$ cat src/rtl/layer_compositor_pkg.sv
// compositor_pkg: shared types and constants for layer_compositor.
//   state_e  - top-level sequencer states
//   L_MAX    - full-brightness level (identity scale)
//   L_W      - width of the brightness level register
//   chan_w() - bits per colour channel for a given pixel width
package compositor_pkg;

  typedef enum logic [1:0] {
    SPLASH   = 2'd0,
    FADE_OUT = 2'd1,
    FADE_IN  = 2'd2,
    GAME     = 2'd3
  } state_e;

  localparam int L_MAX = 16;
  localparam int L_W   = 5;

  function automatic int chan_w(input int color_w);
    return color_w / 3;
  endfunction

endpackage

$ cat src/rtl/layer_compositor_if.sv
// layer_compositor_if: pixel bus between the layer engines and the compositor.
//   video_on   - visible region, aligned with layer inputs
//   layer_on   - per-layer pixel valid
//   layer_mask - per-layer enable (1 = may win)
//   rgb_in     - packed layer colours, layer i at [i*COLOR_W +: COLOR_W]
//   rgb        - composited, scaled pixel (2-cycle latency)
//   hit_valid  - some layer won
//   hit_layer  - winning layer index
// master = pixel source side, slave = compositor side.
interface layer_compositor_if #(
  parameter int LAYERS  = 4,
  parameter int COLOR_W = 12,
  parameter int HL_W    = (LAYERS > 1) ? $clog2(LAYERS) : 1
);
  logic                      video_on;
  logic [LAYERS-1:0]         layer_on;
  logic [LAYERS-1:0]         layer_mask;
  logic [LAYERS*COLOR_W-1:0] rgb_in;
  logic [COLOR_W-1:0]        rgb;
  logic                      hit_valid;
  logic [HL_W-1:0]           hit_layer;

  modport master (
    output video_on, layer_on, layer_mask, rgb_in,
    input  rgb, hit_valid, hit_layer
  );

  modport slave (
    input  video_on, layer_on, layer_mask, rgb_in,
    output rgb, hit_valid, hit_layer
  );
endinterface

$ cat src/rtl/layer_compositor_fade_scaler.sv
// fade_scaler: combinational brightness scale of a 3-channel pixel.
//   pix_i - input pixel, R in MSBs, C bits per channel
//   lvl_i - brightness level 0..16 (16 = identity, 0 = black)
//   pix_o - each channel = (ch * lvl) >> 4, truncated to C bits
module fade_scaler #(
  parameter int C = 4
) (
  input  logic [3*C-1:0] pix_i,
  input  logic [4:0]     lvl_i,
  output logic [3*C-1:0] pix_o
);

  for (genvar gc = 0; gc < 3; gc++) begin : g_ch
    logic [C+4:0] prod;
    logic         unused_bits;
    assign prod = {5'd0, pix_i[gc*C +: C]} * {{C{1'b0}}, lvl_i};
    assign pix_o[gc*C +: C] = prod[C+3:4];
    // Top bit is always 0 for lvl <= 16; low nibble is the shifted-out fraction.
    assign unused_bits = ^{prod[C+4], prod[3:0]};
  end

endmodule

$ cat src/rtl/layer_compositor.sv
// layer_compositor: z-order merge of LAYERS pixel sources with a splash /
// fade-out / fade-in / game brightness sequencer.
//   clk, clr     - clock, asynchronous active-low reset
//   f_tick       - one-cycle end-of-frame pulse (fade stepping)
//   skip         - level, ends SPLASH early
//   px (slave)   - pixel bus: layer inputs in, rgb/hit_valid/hit_layer out
//   game_begin   - high from FADE_IN onward (registered from state)
//   fading       - high in FADE_OUT and FADE_IN (registered from state)
// Pipeline: stage 1 = priority select, stage 2 = brightness scale.
module layer_compositor
  import compositor_pkg::*;
#(
  parameter int LAYERS           = 4,
  parameter int COLOR_W          = 12,
  parameter int SPLASH_CYCLES    = 500_000_000,
  parameter int FADE_STEP_FRAMES = 4
) (
  input  logic                clk,
  input  logic                clr,
  input  logic                f_tick,
  input  logic                skip,
  layer_compositor_if.slave   px,
  output logic                game_begin,
  output logic                fading
);

  localparam int          C           = chan_w(COLOR_W);
  localparam int          HL_W        = (LAYERS > 1) ? $clog2(LAYERS) : 1;
  localparam logic [31:0] SPLASH_LAST = 32'(SPLASH_CYCLES - 1);
  localparam logic [7:0]  STEP_LAST   = 8'(FADE_STEP_FRAMES - 1);

  // ---------------- sequencer ----------------
  state_e           state_q, state_d;
  logic [31:0]      timer_q, timer_d;
  logic [7:0]       frame_q, frame_d;
  logic [L_W-1:0]   lvl_q, lvl_d;
  logic             game_begin_q, fading_q;

  always_comb begin
    state_d = state_q;
    timer_d = timer_q;
    frame_d = frame_q;
    lvl_d   = lvl_q;
    unique case (state_q)
      SPLASH: begin
        timer_d = timer_q + 32'd1;
        if (timer_q == SPLASH_LAST || skip) begin
          state_d = FADE_OUT;
          timer_d = '0;
          frame_d = '0;
        end
      end
      FADE_OUT: if (f_tick) begin
        if (frame_q == STEP_LAST) begin
          frame_d = '0;
          lvl_d   = lvl_q - 5'd1;
          if (lvl_q == 5'd1) state_d = FADE_IN;
        end else begin
          frame_d = frame_q + 8'd1;
        end
      end
      FADE_IN: if (f_tick) begin
        if (frame_q == STEP_LAST) begin
          frame_d = '0;
          lvl_d   = lvl_q + 5'd1;
          if (lvl_q == 5'(L_MAX - 1)) state_d = GAME;
        end else begin
          frame_d = frame_q + 8'd1;
        end
      end
      default: ;
    endcase
  end

  always_ff @(posedge clk or negedge clr) begin
    if (!clr) begin
      state_q      <= SPLASH;
      timer_q      <= '0;
      frame_q      <= '0;
      lvl_q        <= 5'(L_MAX);
      game_begin_q <= 1'b0;
      fading_q     <= 1'b0;
    end else begin
      state_q      <= state_d;
      timer_q      <= timer_d;
      frame_q      <= frame_d;
      lvl_q        <= lvl_d;
      // Status flags follow the state register, so they lag a transition by one cycle.
      game_begin_q <= (state_q == FADE_IN) || (state_q == GAME);
      fading_q     <= (state_q == FADE_OUT) || (state_q == FADE_IN);
    end
  end

  assign game_begin = game_begin_q;
  assign fading     = fading_q;

  // ---------------- stage 1: priority select ----------------
  // Chain walks upward, so the highest eligible index overwrites lower ones.
  logic [COLOR_W-1:0] ch_pix [LAYERS+1];
  logic [HL_W-1:0]    ch_idx [LAYERS+1];
  logic               ch_hit [LAYERS+1];

  assign ch_pix[0] = '0;
  assign ch_idx[0] = '0;
  assign ch_hit[0] = 1'b0;

  for (genvar gi = 0; gi < LAYERS; gi++) begin : g_lane
    logic elig;
    assign elig          = px.layer_on[gi] & px.layer_mask[gi];
    assign ch_pix[gi+1]  = elig ? px.rgb_in[gi*COLOR_W +: COLOR_W] : ch_pix[gi];
    assign ch_idx[gi+1]  = elig ? HL_W'(gi) : ch_idx[gi];
    assign ch_hit[gi+1]  = elig | ch_hit[gi];
  end

  logic win;
  assign win = ch_hit[LAYERS] & px.video_on;

  logic [COLOR_W-1:0] s1_pix_q;
  logic [HL_W-1:0]    s1_layer_q;
  logic [1:0]         vld_pipe_q;

  // ---------------- stage 2: brightness scale ----------------
  logic [COLOR_W-1:0] scaled;
  logic [COLOR_W-1:0] rgb_q;
  logic [HL_W-1:0]    hit_layer_q;

  fade_scaler #(.C(C)) u_scaler (
    .pix_i (s1_pix_q),
    .lvl_i (lvl_q),
    .pix_o (scaled)
  );

  always_ff @(posedge clk or negedge clr) begin
    if (!clr) begin
      s1_pix_q    <= '0;
      s1_layer_q  <= '0;
      vld_pipe_q  <= '0;
      rgb_q       <= '0;
      hit_layer_q <= '0;
    end else begin
      s1_pix_q    <= win ? ch_pix[LAYERS] : '0;
      s1_layer_q  <= win ? ch_idx[LAYERS] : '0;
      vld_pipe_q  <= {vld_pipe_q[0], win};
      rgb_q       <= scaled;
      hit_layer_q <= s1_layer_q;
    end
  end

  assign px.rgb       = rgb_q;
  assign px.hit_valid = vld_pipe_q[1];
  assign px.hit_layer = hit_layer_q;

endmodule
$ cat src/flat_wrapper.sv
// flat-port wrapper written by rule: the top's interface ports become plain ports
module layer_compositor_flat import compositor_pkg::*;
#(
  parameter int LAYERS           = 4,
  parameter int COLOR_W          = 12,
  parameter int SPLASH_CYCLES    = 500_000_000,
  parameter int FADE_STEP_FRAMES = 4
)
  (clk, clr, f_tick, skip, game_begin, fading, px_video_on, px_layer_on, px_layer_mask, px_rgb_in, px_rgb, px_hit_valid, px_hit_layer);
  layer_compositor_if #(.LAYERS(LAYERS), .COLOR_W(COLOR_W)) px_i ();
  input  logic clk;
  input  logic clr;
  input  logic f_tick;
  input  logic skip;
  output logic game_begin;
  output logic fading;
  input wire logic [$bits(px_i.video_on)-1:0] px_video_on;
  input wire logic [$bits(px_i.layer_on)-1:0] px_layer_on;
  input wire logic [$bits(px_i.layer_mask)-1:0] px_layer_mask;
  input wire logic [$bits(px_i.rgb_in)-1:0] px_rgb_in;
  output wire logic [$bits(px_i.rgb)-1:0] px_rgb;
  output wire logic [$bits(px_i.hit_valid)-1:0] px_hit_valid;
  output wire logic [$bits(px_i.hit_layer)-1:0] px_hit_layer;
  assign px_i.video_on = px_video_on;
  assign px_i.layer_on = px_layer_on;
  assign px_i.layer_mask = px_layer_mask;
  assign px_i.rgb_in = px_rgb_in;
  assign px_rgb = px_i.rgb;
  assign px_hit_valid = px_i.hit_valid;
  assign px_hit_layer = px_i.hit_layer;
  layer_compositor #(.LAYERS(LAYERS), .COLOR_W(COLOR_W), .SPLASH_CYCLES(SPLASH_CYCLES), .FADE_STEP_FRAMES(FADE_STEP_FRAMES)) u_core (.clk(clk), .clr(clr), .f_tick(f_tick), .skip(skip), .px(px_i), .game_begin(game_begin), .fading(fading));
endmodule
$ cat config.mk
export PLATFORM = sky130hd
export DESIGN_NAME = layer_compositor_flat
export DESIGN_NICKNAME = d
export VERILOG_FILES = /design/src/rtl/layer_compositor_pkg.sv /design/src/rtl/layer_compositor_if.sv /design/src/rtl/layer_compositor_fade_scaler.sv /design/src/rtl/layer_compositor.sv /design/src/flat_wrapper.sv
export SDC_FILE = /design/constraint.sdc
export NUM_CORES = 1
export LEC_CHECK = 0
export CELL_PAD_IN_SITES_DETAIL_PLACEMENT = 1
export CELL_PAD_IN_SITES_GLOBAL_PLACEMENT = 1
export CORE_ASPECT_RATIO = 1.1
export CORE_MARGIN = 10
export CORE_UTILIZATION = 40
export CTS_CLUSTER_DIAMETER = 80
export DETAILED_ROUTE_END_ITERATION = 8
export PLACE_DENSITY = 0.82
export SYNTH_ARGS = -nofsm -noshare
export SYNTH_HDL_FRONTEND = slang
export SYNTH_SLANG_ARGS = --single-unit
$ cat constraint.sdc
create_clock -name clk -period 5.6 [get_ports clk]
set_input_delay 1.4 -clock clk [delete_from_list [all_inputs] [get_ports clk]]
set_output_delay 1.4 -clock clk [all_outputs]
set_load 0.03 [all_outputs]
==> results <==
- The run finished with clean final reports.
- The share of the cycle needed by the critical path after routing is 0.6218.
- Counting every sink on the clock net gives 79.
- The type of the tightest min-delay check is flip-flop to flip-flop.
- TritonCTS built the clock tree.
- The number of global-route vias before repair is 5560.
- Summed over all nets, wire length on met3 after detailed routing comes to 943 um.
- Setup repair after global routing left no endpoint under its margin.
- The synthesized design contains 79 register bits.
- In the synthesized netlist the async set-or-reset flop fraction comes to 1.000.
- The number of slew-limit violations in the final report is 0.
- The sequential area share after synthesis is 0.3522.
- The worst clock skew is 0.009769 ns.
- The final layout net count is 785.
- The total nets after synthesis is 724.
- The initial antenna violation count came to 0.
- The uppermost layer routed is met4.
- The number of post-CTS setup repair buffers is 0.
- At the pin with the least slew margin, the transition time is 1.021 ns.
- The area share of fa/ha/maj cells after synthesis is 0.1381.
- The endpoint identified for the worst register-to-register timing path is u_core.px.rgb[7].
- The number of standard cells after synthesis is 610.
- The worst-case register-to-register setup slack is 2.12 ns.
- Relative to the synthesized area, the layout overhead comes to 20.61%.
- Input and output buffers added on the ports amount to 77.
- Across every metal layer, demand over resource in global routing totals 0.1707.
- The proportion of synthesized area in mux cells is 0.01559.
- The die is 144.3 um tall.
- The routed via count divided by cell count is 5.790.
- The initial utilization of the core area, before any placement, comes to 0.4072.
- The worst reg-to-reg path cell count is 10.
- The number of antenna diodes in the final layout is 0.
- In the final routing, the length of wire on met1 measures 6521 um.
- The length of the first detailed-routing pass in iterations is 4.
- The end-of-flow core utilization is 0.4911.
- Among all flip-flop cells after synthesis, the most frequent one is sky130_fd_sc_hd__dfrtp_1.
- The count of max-cap constraint violations is 0.
- The number of hold-slack violations in the final timing report is 0.
- After clock tree synthesis, the repair step resized 0 gates.
- The number of buffers inserted by hold repair at cts is 0.
- The die is 133.0 um wide.
- The length of routed met2 wiring is 8204 um.
- For the worst-skew pair, the clock arrives at the later sink with an insertion delay of 0.35 ns.
- The worst setup path is of the flip-flop to flip-flop kind.
- The area share of and/or/nand/nor cells after synthesis is 0.2250.
- In this run the worst path has a maximum fanout of 17.
- The ratio of total power to cell area is 331.6 nW/um2.
- The detailed-route wire length per cell is 18.47 um.
- For the worst setup path, the data arrival time is 3.75 ns.
- Across the VDD grid, the largest voltage drop is 132.9 uV.
- The capturing instance or port of the critical path is u_core.px.rgb[7].
- The share of cells above drive strength 1 is 0.04309.
- The finished layout holds 861 standard cells, fillers aside.
- The congestion estimate from routability-driven global placement came to 0.8395.
- A synthesized cell averages 9.208 um2.
- The overall die area is 19190 um2.
- The largest net degree at the start of global routing is 80.
- Clock-pin slew was measured on the worst setup and hold paths at 0.06 ns.
- The headroom to the max-slew limit is 0.3190.
- The synthesized design contains 0 enable-type register cells.
- The clock passes through at most 2 buffers.
- The post-synthesis cell area is 5617 um2.
- The synthesized-area fraction occupied by ao, oa, aoi and oai cells is 0.1831.
- The worst path in the final design needs a cycle of 3.482 ns, including I/O delays and setup.
- The I/O pin count is 78.
- The startpoint identified for the worst register-to-register timing path is u_core.lvl_q[2].
- The worst hold margin is 0.3498 ns.
- The number of nets still failing antenna checks after routing is 0.
- The clock root buffer is sky130_fd_sc_hd__clkbuf_16.
- Setup total negative slack on the finished layout was measured at 0 ns.
- The total number of vias is 4985.
- The remaining routing DRC violations is 0.
- Counting the buffers created by CTS gives 9.
- The maximum operating frequency is 287.2 MHz.
- The number of instances in the placed design is 848.
- The core outline area is 13790 um2.
- After legalization and detailed placement, the total HPWL measured 11850 um.
- The number of DRC markers in iteration 0 is 312.
- The worst setup path is launched from a flip-flop.
- The global-route wire length before repair is 27110 um.
- The largest family of logic cells by synthesized area is simple AND/OR/NAND/NOR gates.
- The kind of end point of the critical path is a flip-flop.
- Data on the critical path is required at its endpoint by 5.86 ns.
- For this design the static power due to leakage is 2.958 nW.
- The post-synthesis xor/xnor area fraction is 0.02963.
- The count of endpoints failing setup in the final report is 0.
- For this run the aggregate overflow at the end of global routing stands at 0.
- The startpoint of the worst setup timing path is u_core.lvl_q[2].
- The CTS H-tree depth is 3.
- The total number of yosys warnings is 0.
- The floorplan has 45 rows.
- After detailed routing, the total wire length is 15900 um.
- After synthesis, the netlist uses 63 different library cells.
-- kinds of logic (layout without fill, tap and decap cells) --
logic type	Yosys count	in the layout
xor+xnor	19	19
compound gates	142	142
fa+ha+maj	53	53
buf+inv	78	141
simple gates	231	231
mux	8	8
flops	79	79
-- critical path, cell delays in order (launching register included) --
cell and delay, ns:
sky130_fd_sc_hd__dfrtp_1 0.69, sky130_fd_sc_hd__nand2_1 0.14, sky130_fd_sc_hd__fa_1 0.50, sky130_fd_sc_hd__fa_1 0.55
sky130_fd_sc_hd__inv_1 0.05, sky130_fd_sc_hd__ha_1 0.28, sky130_fd_sc_hd__and4_1 0.20, sky130_fd_sc_hd__a21oi_1 0.24
sky130_fd_sc_hd__o21bai_1 0.17, sky130_fd_sc_hd__a2111o_1 0.44, sky130_fd_sc_hd__nand3_1 0.14
-- cell usage in the layout, fill, tap and decap left out, types with 3 or more instances in the layout --
master	synthesis	final
sky130_fd_sc_hd__o311ai_0	6	6
sky130_fd_sc_hd__a22o_1	4	4
sky130_fd_sc_hd__a21oi_1	22	22
sky130_fd_sc_hd__or3_1	8	8
sky130_fd_sc_hd__a31oi_1	28	28
sky130_fd_sc_hd__nand2_1	67	67
sky130_fd_sc_hd__nor4b_1	4	4
sky130_fd_sc_hd__nor4_1	8	8
sky130_fd_sc_hd__nor2b_1	11	11
sky130_fd_sc_hd__o21bai_1	4	4
sky130_fd_sc_hd__nand3_1	17	17
sky130_fd_sc_hd__xnor2_1	15	15
sky130_fd_sc_hd__nor3_1	17	17
sky130_fd_sc_hd__fa_1	15	15
sky130_fd_sc_hd__a32o_1	3	3
sky130_fd_sc_hd__a21o_1	3	3
sky130_fd_sc_hd__mux2i_1	5	5
sky130_fd_sc_hd__inv_1	44	44
sky130_fd_sc_hd__buf_4	0	7
sky130_fd_sc_hd__clkbuf_16	0	9
sky130_fd_sc_hd__and4_1	6	6
sky130_fd_sc_hd__o21ai_0	22	22
sky130_fd_sc_hd__ha_1	38	38
sky130_fd_sc_hd__nand4_1	13	13
sky130_fd_sc_hd__clkdlybuf4s50_1	0	76
sky130_fd_sc_hd__a211o_1	4	4
sky130_fd_sc_hd__xor2_1	4	4
sky130_fd_sc_hd__and2_1	32	32
sky130_fd_sc_hd__a221o_1	11	11
sky130_fd_sc_hd__and3_1	14	14
sky130_fd_sc_hd__o211ai_1	12	12
sky130_fd_sc_hd__nor2_1	15	14
sky130_fd_sc_hd__or4_1	9	9
sky130_fd_sc_hd__o31ai_1	3	3
sky130_fd_sc_hd__dfrtp_1	78	78
sky130_fd_sc_hd__a211oi_1	3	3
-- stage by stage --
| stage | setup slack [ns] | area [um2] | power (mW) |
|---|---|---|---|
| 2_1_floorplan | 2.482 | 5617 | 1.400 |
| 5_1_grt | 1.925 | 6774 | 2.397 |
| 3_3_place_gp | 1.974 | 6520 | 1.667 |
| 6_report | 2.118 | 6774 | 2.247 |
| 3_5_place_dp | 1.853 | 6520 | 1.731 |
| 4_1_cts | 2.110 | 6774 | 2.275 |
-- cells in the mapped netlist (9+ instances only) --
library cell	count	area (um2)
sky130_fd_sc_hd__a21oi_1	22	110.1
sky130_fd_sc_hd__a221o_1	11	110.1
sky130_fd_sc_hd__a31oi_1	28	175.2
sky130_fd_sc_hd__and2_1	32	200.2
sky130_fd_sc_hd__and3_1	14	87.58
sky130_fd_sc_hd__clkbuf_1	27	101.4
sky130_fd_sc_hd__dfrtp_1	78	1952
sky130_fd_sc_hd__fa_1	15	300.3
sky130_fd_sc_hd__ha_1	38	475.5
sky130_fd_sc_hd__inv_1	44	165.2
sky130_fd_sc_hd__nand2_1	67	251.5
sky130_fd_sc_hd__nand3_1	17	85.08
sky130_fd_sc_hd__nand4_1	13	81.33
sky130_fd_sc_hd__nor2_1	15	56.30
sky130_fd_sc_hd__nor2b_1	11	68.82
sky130_fd_sc_hd__nor3_1	17	85.08
sky130_fd_sc_hd__o211ai_1	12	90.09
sky130_fd_sc_hd__o21ai_0	22	110.1
sky130_fd_sc_hd__or4_1	9	67.56
sky130_fd_sc_hd__xnor2_1	15	131.4
-- registers in the layout, indices dropped and copies added (netlist names) --
signal	flops
u_core.fading	1
u_core.frame_q	8
u_core.game_begin	1
u_core.lvl_q	5
u_core.px.hit_layer	2
u_core.px.rgb	12
u_core.s1_layer_q	2
u_core.s1_pix_q	12
u_core.state_q	2
u_core.timer_q	32
u_core.vld_pipe_q	2
-- per-layer routing --
| layer | up-vias | GRT usage |
|---|---|---|
| li1 | 2348 | - |
| met1 | 2499 | 0.1892 |
| met2 | 121 | 0.3131 |
| met3 | 17 | 0.04060 |
| met4 | 0 | 0.05852 |
| met5 | - | 0 |
-- area by class of cell --
class | count | area, um2
clock buffer | 12 | 246.5
multi-input combinational | 453 | 3324
inverter | 45 | 168.9
timing repair buffer | 83 | 813.3
tap | 188 | 235.2
fill | 1570 | 7020
sequential | 79 | 1978
clock inverter | 1 | 7.507
-- report_power, final --
group          internal, mW  switching, mW  leakage, nW
Clock                 0.305          0.224        0.121
Combinational         0.395          0.533         1.78
Sequential            0.662          0.127         1.06
Total                  1.36          0.884         2.96
-- worst min-delay path by stage --
stage                    startpoint                     end  slack, ns  depth (start not counted)
2_1_floorplan  u_core.s1_layer_q[0]  u_core.px.hit_layer[0]       0.33                          0
3_3_place_gp   u_core.s1_layer_q[1]  u_core.px.hit_layer[1]       0.33                          0
3_5_place_dp   u_core.s1_layer_q[0]  u_core.px.hit_layer[0]       0.34                          0
4_1_cts        u_core.s1_layer_q[0]  u_core.px.hit_layer[0]       0.36                          0
5_1_grt        u_core.s1_layer_q[0]  u_core.px.hit_layer[0]       0.36                          0
6_report       u_core.s1_layer_q[0]  u_core.px.hit_layer[0]       0.35                          0
(Power assumes the default switching activity.)
